==> config.mk <==
export PLATFORM = sky130hd
export DESIGN_NAME = mem_bus_arbiter_flat
export DESIGN_NICKNAME = d
export VERILOG_FILES = /design/src/rtl/mem_bus_arbiter_if.sv /design/src/rtl/mem_bus_arbiter.sv /design/src/flat_wrapper.sv
export SDC_FILE = /design/constraint.sdc
export NUM_CORES = 1
export LEC_CHECK = 0
export ABC_AREA = 1
export CORE_MARGIN = 5
export CORE_UTILIZATION = 32
export CTS_CLUSTER_SIZE = 8
export DETAILED_ROUTE_END_ITERATION = 16
export MAX_ROUTING_LAYER = met4
export PLACE_DENSITY = 0.78
export SYNTH_ARGS = -nofsm -noshare
export SYNTH_HDL_FRONTEND = slang
export SYNTH_SLANG_ARGS = --single-unit
==> constraint.sdc <==
create_clock -name clk_i -period 1.6 [get_ports clk_i]
set_clock_uncertainty 0.1 [all_clocks]
set_input_delay 0.32 -clock clk_i [delete_from_list [all_inputs] [get_ports clk_i]]
set_output_delay 0.32 -clock clk_i [all_outputs]
set_load 0.03 [all_outputs]
==> src/rtl/mem_bus_arbiter_if.sv <==
// Request/response bundle for mem_bus_arbiter.
//   D port : data load/store requester (d_req_i ... d_rdata_o)
//   I port : instruction fetch requester (i_req_i ... i_rdata_o)
//   flush_i, stallreq_o : pipeline control
//   bus_*  : single shared memory bus towards the slave
// modport master : arbiter side (drives grants, responses and the bus request)
// modport slave  : environment side (requesters, pipe control and memory slave)
interface mem_bus_arbiter_if #(
   parameter int unsigned ADDR_WIDTH = 32,
   parameter int unsigned DATA_WIDTH = 32
);
   logic                  d_req_i;
   logic                  d_we_i;
   logic [ADDR_WIDTH-1:0] d_addr_i;
   logic [DATA_WIDTH-1:0] d_wdata_i;
   logic [3:0]            d_be_i;
   logic                  d_gnt_o;
   logic                  d_rvalid_o;
   logic [DATA_WIDTH-1:0] d_rdata_o;

   logic                  i_req_i;
   logic [ADDR_WIDTH-1:0] i_addr_i;
   logic                  i_gnt_o;
   logic                  i_rvalid_o;
   logic [DATA_WIDTH-1:0] i_rdata_o;

   logic                  flush_i;
   logic                  stallreq_o;

   logic                  bus_req_o;
   logic                  bus_we_o;
   logic [ADDR_WIDTH-1:0] bus_addr_o;
   logic [DATA_WIDTH-1:0] bus_wdata_o;
   logic [3:0]            bus_be_o;
   logic                  bus_gnt_i;
   logic                  bus_rvalid_i;
   logic [DATA_WIDTH-1:0] bus_rdata_i;

   modport master (
      input  d_req_i, d_we_i, d_addr_i, d_wdata_i, d_be_i,
      output d_gnt_o, d_rvalid_o, d_rdata_o,
      input  i_req_i, i_addr_i,
      output i_gnt_o, i_rvalid_o, i_rdata_o,
      input  flush_i,
      output stallreq_o,
      output bus_req_o, bus_we_o, bus_addr_o, bus_wdata_o, bus_be_o,
      input  bus_gnt_i, bus_rvalid_i, bus_rdata_i
   );

   modport slave (
      output d_req_i, d_we_i, d_addr_i, d_wdata_i, d_be_i,
      input  d_gnt_o, d_rvalid_o, d_rdata_o,
      output i_req_i, i_addr_i,
      input  i_gnt_o, i_rvalid_o, i_rdata_o,
      output flush_i,
      input  stallreq_o,
      input  bus_req_o, bus_we_o, bus_addr_o, bus_wdata_o, bus_be_o,
      output bus_gnt_i, bus_rvalid_i, bus_rdata_i
   );
endinterface

==> src/rtl/mem_bus_arbiter.sv <==
// Two-requester memory bus arbiter with one outstanding transaction.
// Data port D has fixed priority over fetch port I; after IF_STARVE_MAX
// consecutive D grants taken while fetch was waiting, fetch is forced to win.
// Ports:
//   clk_i  : core clock, rising edge
//   rst_i  : asynchronous reset, active low
//   bus    : mem_bus_arbiter_if.master (requesters, flush/stall, shared bus)
// Grants, responses, rdata and stallreq are combinational; bus_* are registered.
module mem_bus_arbiter #(
   parameter int unsigned ADDR_WIDTH    = 32,
   parameter int unsigned DATA_WIDTH    = 32,
   parameter int unsigned IF_STARVE_MAX = 4
) (
   input  logic              clk_i,
   input  logic              rst_i,
   mem_bus_arbiter_if.master bus
);
   localparam int unsigned       CNT_W      = $clog2(IF_STARVE_MAX + 1);
   localparam logic [CNT_W-1:0] STARVE_LIM = CNT_W'(IF_STARVE_MAX);

   typedef enum logic [1:0] {ST_IDLE, ST_ADDR, ST_RESP} state_t;
   typedef enum logic {OWN_D, OWN_I} owner_t;

   state_t           state;
   owner_t           owner;
   logic             discard;
   logic [CNT_W-1:0] starve_cnt;

   logic rsp_now;
   logic arb_point;
   logic force_i;
   logic d_win;
   logic i_win;
   logic d_rv;
   logic i_rv;

   // Arbitration: back-to-back grant allowed in the response cycle.
   always_comb begin
      rsp_now   = (state == ST_RESP) && bus.bus_rvalid_i;
      arb_point = (state == ST_IDLE) || rsp_now;
      force_i   = bus.i_req_i && (starve_cnt == STARVE_LIM);
      d_win     = arb_point && bus.d_req_i && !force_i;
      i_win     = arb_point && bus.i_req_i && !d_win;
   end

   // Master-side outputs; held at zero while reset is asserted.
   always_comb begin
      d_rv            = rst_i && rsp_now && (owner == OWN_D);
      // A stale fetch (earlier flush or flush in this very cycle) is swallowed.
      i_rv            = rst_i && rsp_now && (owner == OWN_I) && !discard && !bus.flush_i;
      bus.d_gnt_o     = rst_i && d_win;
      bus.i_gnt_o     = rst_i && i_win;
      bus.d_rvalid_o  = d_rv;
      bus.i_rvalid_o  = i_rv;
      bus.d_rdata_o   = d_rv ? bus.bus_rdata_i : '0;
      bus.i_rdata_o   = i_rv ? bus.bus_rdata_i : '0;
      bus.stallreq_o  = rst_i && ((bus.d_req_i && !d_win) ||
                                  ((owner == OWN_D) && (state != ST_IDLE) && !rsp_now));
   end

   // Transaction state, owner tracking and registered bus request.
   always_ff @(posedge clk_i or negedge rst_i) begin
      if (!rst_i) begin
         state           <= ST_IDLE;
         owner           <= OWN_D;
         discard         <= 1'b0;
         starve_cnt      <= '0;
         bus.bus_req_o   <= 1'b0;
         bus.bus_we_o    <= 1'b0;
         bus.bus_addr_o  <= ADDR_WIDTH'(0);
         bus.bus_wdata_o <= DATA_WIDTH'(0);
         bus.bus_be_o    <= 4'h0;
      end else if (d_win) begin
         state           <= ST_ADDR;
         owner           <= OWN_D;
         discard         <= 1'b0;
         bus.bus_req_o   <= 1'b1;
         bus.bus_we_o    <= bus.d_we_i;
         bus.bus_addr_o  <= bus.d_addr_i;
         bus.bus_wdata_o <= bus.d_wdata_i;
         bus.bus_be_o    <= bus.d_be_i;
         // Count only wins that made a waiting fetch lose.
         if (bus.i_req_i && (starve_cnt != STARVE_LIM)) begin
            starve_cnt <= starve_cnt + CNT_W'(1);
         end
      end else if (i_win) begin
         state           <= ST_ADDR;
         owner           <= OWN_I;
         discard         <= 1'b0;
         starve_cnt      <= '0;
         bus.bus_req_o   <= 1'b1;
         bus.bus_we_o    <= 1'b0;
         bus.bus_addr_o  <= bus.i_addr_i;
         bus.bus_wdata_o <= DATA_WIDTH'(0);
         bus.bus_be_o    <= 4'hF;
      end else begin
         case (state)
            ST_ADDR: begin
               if (bus.bus_gnt_i) begin
                  state         <= ST_RESP;
                  bus.bus_req_o <= 1'b0;
               end
               if ((owner == OWN_I) && bus.flush_i) begin
                  discard <= 1'b1;
               end
            end
            ST_RESP: begin
               if (bus.bus_rvalid_i) begin
                  state <= ST_IDLE;
               end else if ((owner == OWN_I) && bus.flush_i) begin
                  discard <= 1'b1;
               end
            end
            default: begin
               state         <= ST_IDLE;
               bus.bus_req_o <= 1'b0;
            end
         endcase
      end
   end
endmodule

==> src/flat_wrapper.sv <==
// flat-port wrapper written by rule: the top's interface ports become plain ports
module mem_bus_arbiter_flat 
#(
   parameter int unsigned ADDR_WIDTH    = 32,
   parameter int unsigned DATA_WIDTH    = 32,
   parameter int unsigned IF_STARVE_MAX = 4
)
  (clk_i, rst_i, bus_d_req_i, bus_d_we_i, bus_d_addr_i, bus_d_wdata_i, bus_d_be_i, bus_d_gnt_o, bus_d_rvalid_o, bus_d_rdata_o, bus_i_req_i, bus_i_addr_i, bus_i_gnt_o, bus_i_rvalid_o, bus_i_rdata_o, bus_flush_i, bus_stallreq_o, bus_bus_req_o, bus_bus_we_o, bus_bus_addr_o, bus_bus_wdata_o, bus_bus_be_o, bus_bus_gnt_i, bus_bus_rvalid_i, bus_bus_rdata_i);
  mem_bus_arbiter_if #(.ADDR_WIDTH(ADDR_WIDTH), .DATA_WIDTH(DATA_WIDTH)) bus_i ();
  input  logic clk_i;
  input  logic rst_i;
  input wire logic [$bits(bus_i.d_req_i)-1:0] bus_d_req_i;
  input wire logic [$bits(bus_i.d_we_i)-1:0] bus_d_we_i;
  input wire logic [$bits(bus_i.d_addr_i)-1:0] bus_d_addr_i;
  input wire logic [$bits(bus_i.d_wdata_i)-1:0] bus_d_wdata_i;
  input wire logic [$bits(bus_i.d_be_i)-1:0] bus_d_be_i;
  output wire logic [$bits(bus_i.d_gnt_o)-1:0] bus_d_gnt_o;
  output wire logic [$bits(bus_i.d_rvalid_o)-1:0] bus_d_rvalid_o;
  output wire logic [$bits(bus_i.d_rdata_o)-1:0] bus_d_rdata_o;
  input wire logic [$bits(bus_i.i_req_i)-1:0] bus_i_req_i;
  input wire logic [$bits(bus_i.i_addr_i)-1:0] bus_i_addr_i;
  output wire logic [$bits(bus_i.i_gnt_o)-1:0] bus_i_gnt_o;
  output wire logic [$bits(bus_i.i_rvalid_o)-1:0] bus_i_rvalid_o;
  output wire logic [$bits(bus_i.i_rdata_o)-1:0] bus_i_rdata_o;
  input wire logic [$bits(bus_i.flush_i)-1:0] bus_flush_i;
  output wire logic [$bits(bus_i.stallreq_o)-1:0] bus_stallreq_o;
  output wire logic [$bits(bus_i.bus_req_o)-1:0] bus_bus_req_o;
  output wire logic [$bits(bus_i.bus_we_o)-1:0] bus_bus_we_o;
  output wire logic [$bits(bus_i.bus_addr_o)-1:0] bus_bus_addr_o;
  output wire logic [$bits(bus_i.bus_wdata_o)-1:0] bus_bus_wdata_o;
  output wire logic [$bits(bus_i.bus_be_o)-1:0] bus_bus_be_o;
  input wire logic [$bits(bus_i.bus_gnt_i)-1:0] bus_bus_gnt_i;
  input wire logic [$bits(bus_i.bus_rvalid_i)-1:0] bus_bus_rvalid_i;
  input wire logic [$bits(bus_i.bus_rdata_i)-1:0] bus_bus_rdata_i;
  assign bus_i.d_req_i = bus_d_req_i;
  assign bus_i.d_we_i = bus_d_we_i;
  assign bus_i.d_addr_i = bus_d_addr_i;
  assign bus_i.d_wdata_i = bus_d_wdata_i;
  assign bus_i.d_be_i = bus_d_be_i;
  assign bus_d_gnt_o = bus_i.d_gnt_o;
  assign bus_d_rvalid_o = bus_i.d_rvalid_o;
  assign bus_d_rdata_o = bus_i.d_rdata_o;
  assign bus_i.i_req_i = bus_i_req_i;
  assign bus_i.i_addr_i = bus_i_addr_i;
  assign bus_i_gnt_o = bus_i.i_gnt_o;
  assign bus_i_rvalid_o = bus_i.i_rvalid_o;
  assign bus_i_rdata_o = bus_i.i_rdata_o;
  assign bus_i.flush_i = bus_flush_i;
  assign bus_stallreq_o = bus_i.stallreq_o;
  assign bus_bus_req_o = bus_i.bus_req_o;
  assign bus_bus_we_o = bus_i.bus_we_o;
  assign bus_bus_addr_o = bus_i.bus_addr_o;
  assign bus_bus_wdata_o = bus_i.bus_wdata_o;
  assign bus_bus_be_o = bus_i.bus_be_o;
  assign bus_i.bus_gnt_i = bus_bus_gnt_i;
  assign bus_i.bus_rvalid_i = bus_bus_rvalid_i;
  assign bus_i.bus_rdata_i = bus_bus_rdata_i;
  mem_bus_arbiter #(.ADDR_WIDTH(ADDR_WIDTH), .DATA_WIDTH(DATA_WIDTH), .IF_STARVE_MAX(IF_STARVE_MAX)) u_core (.clk_i(clk_i), .rst_i(rst_i), .bus(bus_i));
endmodule
==> run_results.csv <==
group,metric,value,unit
sta,finalCriticalPeriod,2.180,ns
global_routing,grt_pass1_vias,5242,
logic_synthesis,muxShareOfSynthArea,0,%
clock_tree,cts.clk_slew.worst_paths,0.06,ns
layout,n_antenna_cell,0,
logic_synthesis,yosys.area_share.adder,1.582,%
layout,final_cells,1013,
route,route.detailed.drc,0,
clock_tree,cts_max_level,3,
layout,final_layout_size_suffix_gt1_share,31.48,%
logic_synthesis,ys_seq_area_share,48.72,%
die,num_rows,40,
sta,worst_pin_slew,0.9630,ns
logic_synthesis,syn_area,3955,um^2
global_routing,grt_pass1_wl,27290,um
route,vias_per_cell,4.799,
logic_synthesis,synth_xor_area_share,0.2214,%
power_and_ir_drop,p_leak,4.165,nW
placed_design,port-buffer-count,278,
outcome,outcome,"finished with violations",
route,first_iter_violations,227,
layout,multi_input_area,2237,um^2
setup_path,critical_path.endpoint_type,"output port",
logic_synthesis,synthesis.nets,663,
sta,rsz0062_at_grt,"true",
placed_design,hpwl,12560,um
logic_synthesis,ys_warn_count,0,
global_routing,track_usage,24.05,%
route,routedWlPerCell,17.47,um
global_routing,grt_remaining_overflow,0,
setup_path,r2r_cells,12,
setup_path,r2r_slack,-0.36,ns
clock_tree,worstSkewPairLatency,0.33,ns
logic_synthesis,yosysUniqueCellTypes,24,
layout,post-route-util,72.83,%
die,die_area,14680,um^2
logic_synthesis,yosys.area_share.simple,30.69,%
die,initial_core_util,32.79,%
clock_tree,cts.sinks,77,
layout,regArea,1927,um^2
route,dr.pass1.iters,4,
logic_synthesis,synth_top_area_share,48.72,%
logic_synthesis,synth_top_family_by_area,"simple AND/OR/NAND/NOR gates",
sta,setup_ws,-0.5801,ns
logic_synthesis,yosysTopAreaCell,"dfrtp_1",
placed_design,gp_congestion,0.8355,
die,die_y,121.2,um
logic_synthesis,yosys-top-cells-area,"dfrtp_1 49%, nand2_1 8.5%, inv_1 8.4%",
die,chipWidth,121.2,um
power_and_ir_drop,peakVddDrop,887.1,uV
setup_path,start_kind,"flip-flop",
sta,slew_violations,0,
flow_run,drv_cap,0,
logic_synthesis,synth-seq-cells,77,
sta,relSlewSlack,35.80,%
logic_synthesis,synth_area_per_cell,7.635,um^2
layout,num-nets-final,985,
logic_synthesis,synth_compound_area_share,6.169,%
sta,setup_tns,-55.16,ns
setup_path,cp.arrival,1.76,ns
global_routing,antenna_found_initial,0,
placed_design,dp_slack,-0.4999,ns
route,drt-total-wl,17700,um
route,vias,4861,
setup_path,required,1.18,ns
power_and_ir_drop,power.density,1581,nW/um^2
layout,area_growth,122.1,%
clock_tree,clk_path_buf_depth,2,
worst_hold_path,hp-class,"in2async",
clock_tree,cts_buffers,9,
setup_path,crit_fanout,8,
die,io_pins,279,
sta,finalSetupViolCount,146,
layout,fill_cells,829,
sta,fin_crit_sh,136.3,%
clock_tree,cts_tree,"built",
clock_tree,cts_root_buffer,"clkbuf_16",
outcome,violations,"setup timing",
sta,hold_viol,0,
setup_path,crit_type,"reg2out",
placed_design,place_inst,973,
global_routing,grt_start_max_net_pins,78,
sta,timing.fmax,458.7,MHz
logic_synthesis,synthCells,518,
sta,holdWs,0.2986,ns
route,ant_nets,0,
die,coreArea,12060,um^2
## kinds of logic (layout without fill, tap and decap cells)
family	after synthesis	after routing
fa+ha+maj	5	5
flops	77	77
xor+xnor	1	1
buf+inv	123	450
simple gates	268	268
compound gates	44	44
## cell usage after synthesis (all sizes together)
cell / number
ha: 5
a21oi: 3
buf: 27
or2: 2
nand4: 33
nand3: 68
inv: 89
nand2: 92
a31oi: 1
nor2: 73
dfrtp: 77
xnor2: 1
clkbuf: 7
o21ai: 40
## worst max-delay path, stage by stage, from the launching register on
cell	delay (ns)
dfrtp_1	0.40
inv_2	0.08
ha_4	0.15
nand3_4	0.07
or2_4	0.29
clkbuf_16	0.20
nor2_4	0.09
buf_6	0.13
## sequential cells by signal (all words and copies together), names as in the netlist
register and flops:
u_core.state 2, u_core.bus.bus_req_o 1, u_core.starve_cnt 3, u_core.bus.bus_addr_o 32, u_core.bus.bus_be_o 4, u_core.owner 1, u_core.discard 1, u_core.bus.bus_wdata_o 32
u_core.bus.bus_we_o 1
## power by group
group	total (mW)	internal [mW]	switching, mW
Combinational	8.40	3.56	4.84
Sequential	3.34	2.84	0.503
Clock	2.14	1.31	0.829
## stage by stage
step,cell area (um^2),power [mW]
after floorplan,4613,7.388
after CTS,8584,13.49
after detailed placement,7647,10.74
after global routing,8785,14.71
final,8785,13.88
after global placement,7647,10.57
## cell type report
cell class,count,area share (%)
Inverter,89,3.960
Clock buffer,11,2.877
Clock inverter,5,0.7549
Timing Repair Buffer,345,42.61
Multi-Input combinational cell,318,25.47
Tap cell,168,2.393
Sequential cell,77,21.93
## layer usage
metal  wire, um  share of wire (%)  global-route usage [%]
met2       9276                 52                   42.27
met3       1454                8.2                   6.200
met5          0                  0                       -
met4        486                2.7                   7.353
met1       6477                 37                   26.89
## path summary, 6_finish.rpt
| path | start | to |
|---|---|---|
| max in group asynchronous | rst_i | u_core.bus.bus_addr_o[16] |
| max | u_core.state[0] | bus_i_rdata_o[19] |
| max reg2reg | u_core.state[1] | u_core.bus.bus_wdata_o[18] |
| min in group clk_i | u_core.bus.bus_req_o | u_core.bus.bus_req_o |
| min reg2reg | u_core.bus.bus_req_o | u_core.bus.bus_req_o |
| min | rst_i | u_core.bus.bus_wdata_o[12] |
## layout by cell type, fill, tap and decap left out, types with 21 or more instances in the layout
cell / n
buf_4: 27
buf_6: 81
clkdlybuf4s50_1: 138
dfrtp_1: 77
dlygate4sd2_1: 69
inv_1: 82
nand2_1: 86
nand3_1: 61
nand4_1: 33
nor2_4: 68
o21ai_1: 21
## repair_timing
action / 4_1_cts / 5_1_grt
hold buffers: 0 / 0
hold endpoints to repair: 0 / 0
setup endpoints to repair: 216 / 147
resized for setup: 220 / 29
gates cloned: 7 / 3
pin swaps: 8 / 10
setup buffers: 12 / 5
Note: power is estimated with default switching activity, not from simulation.
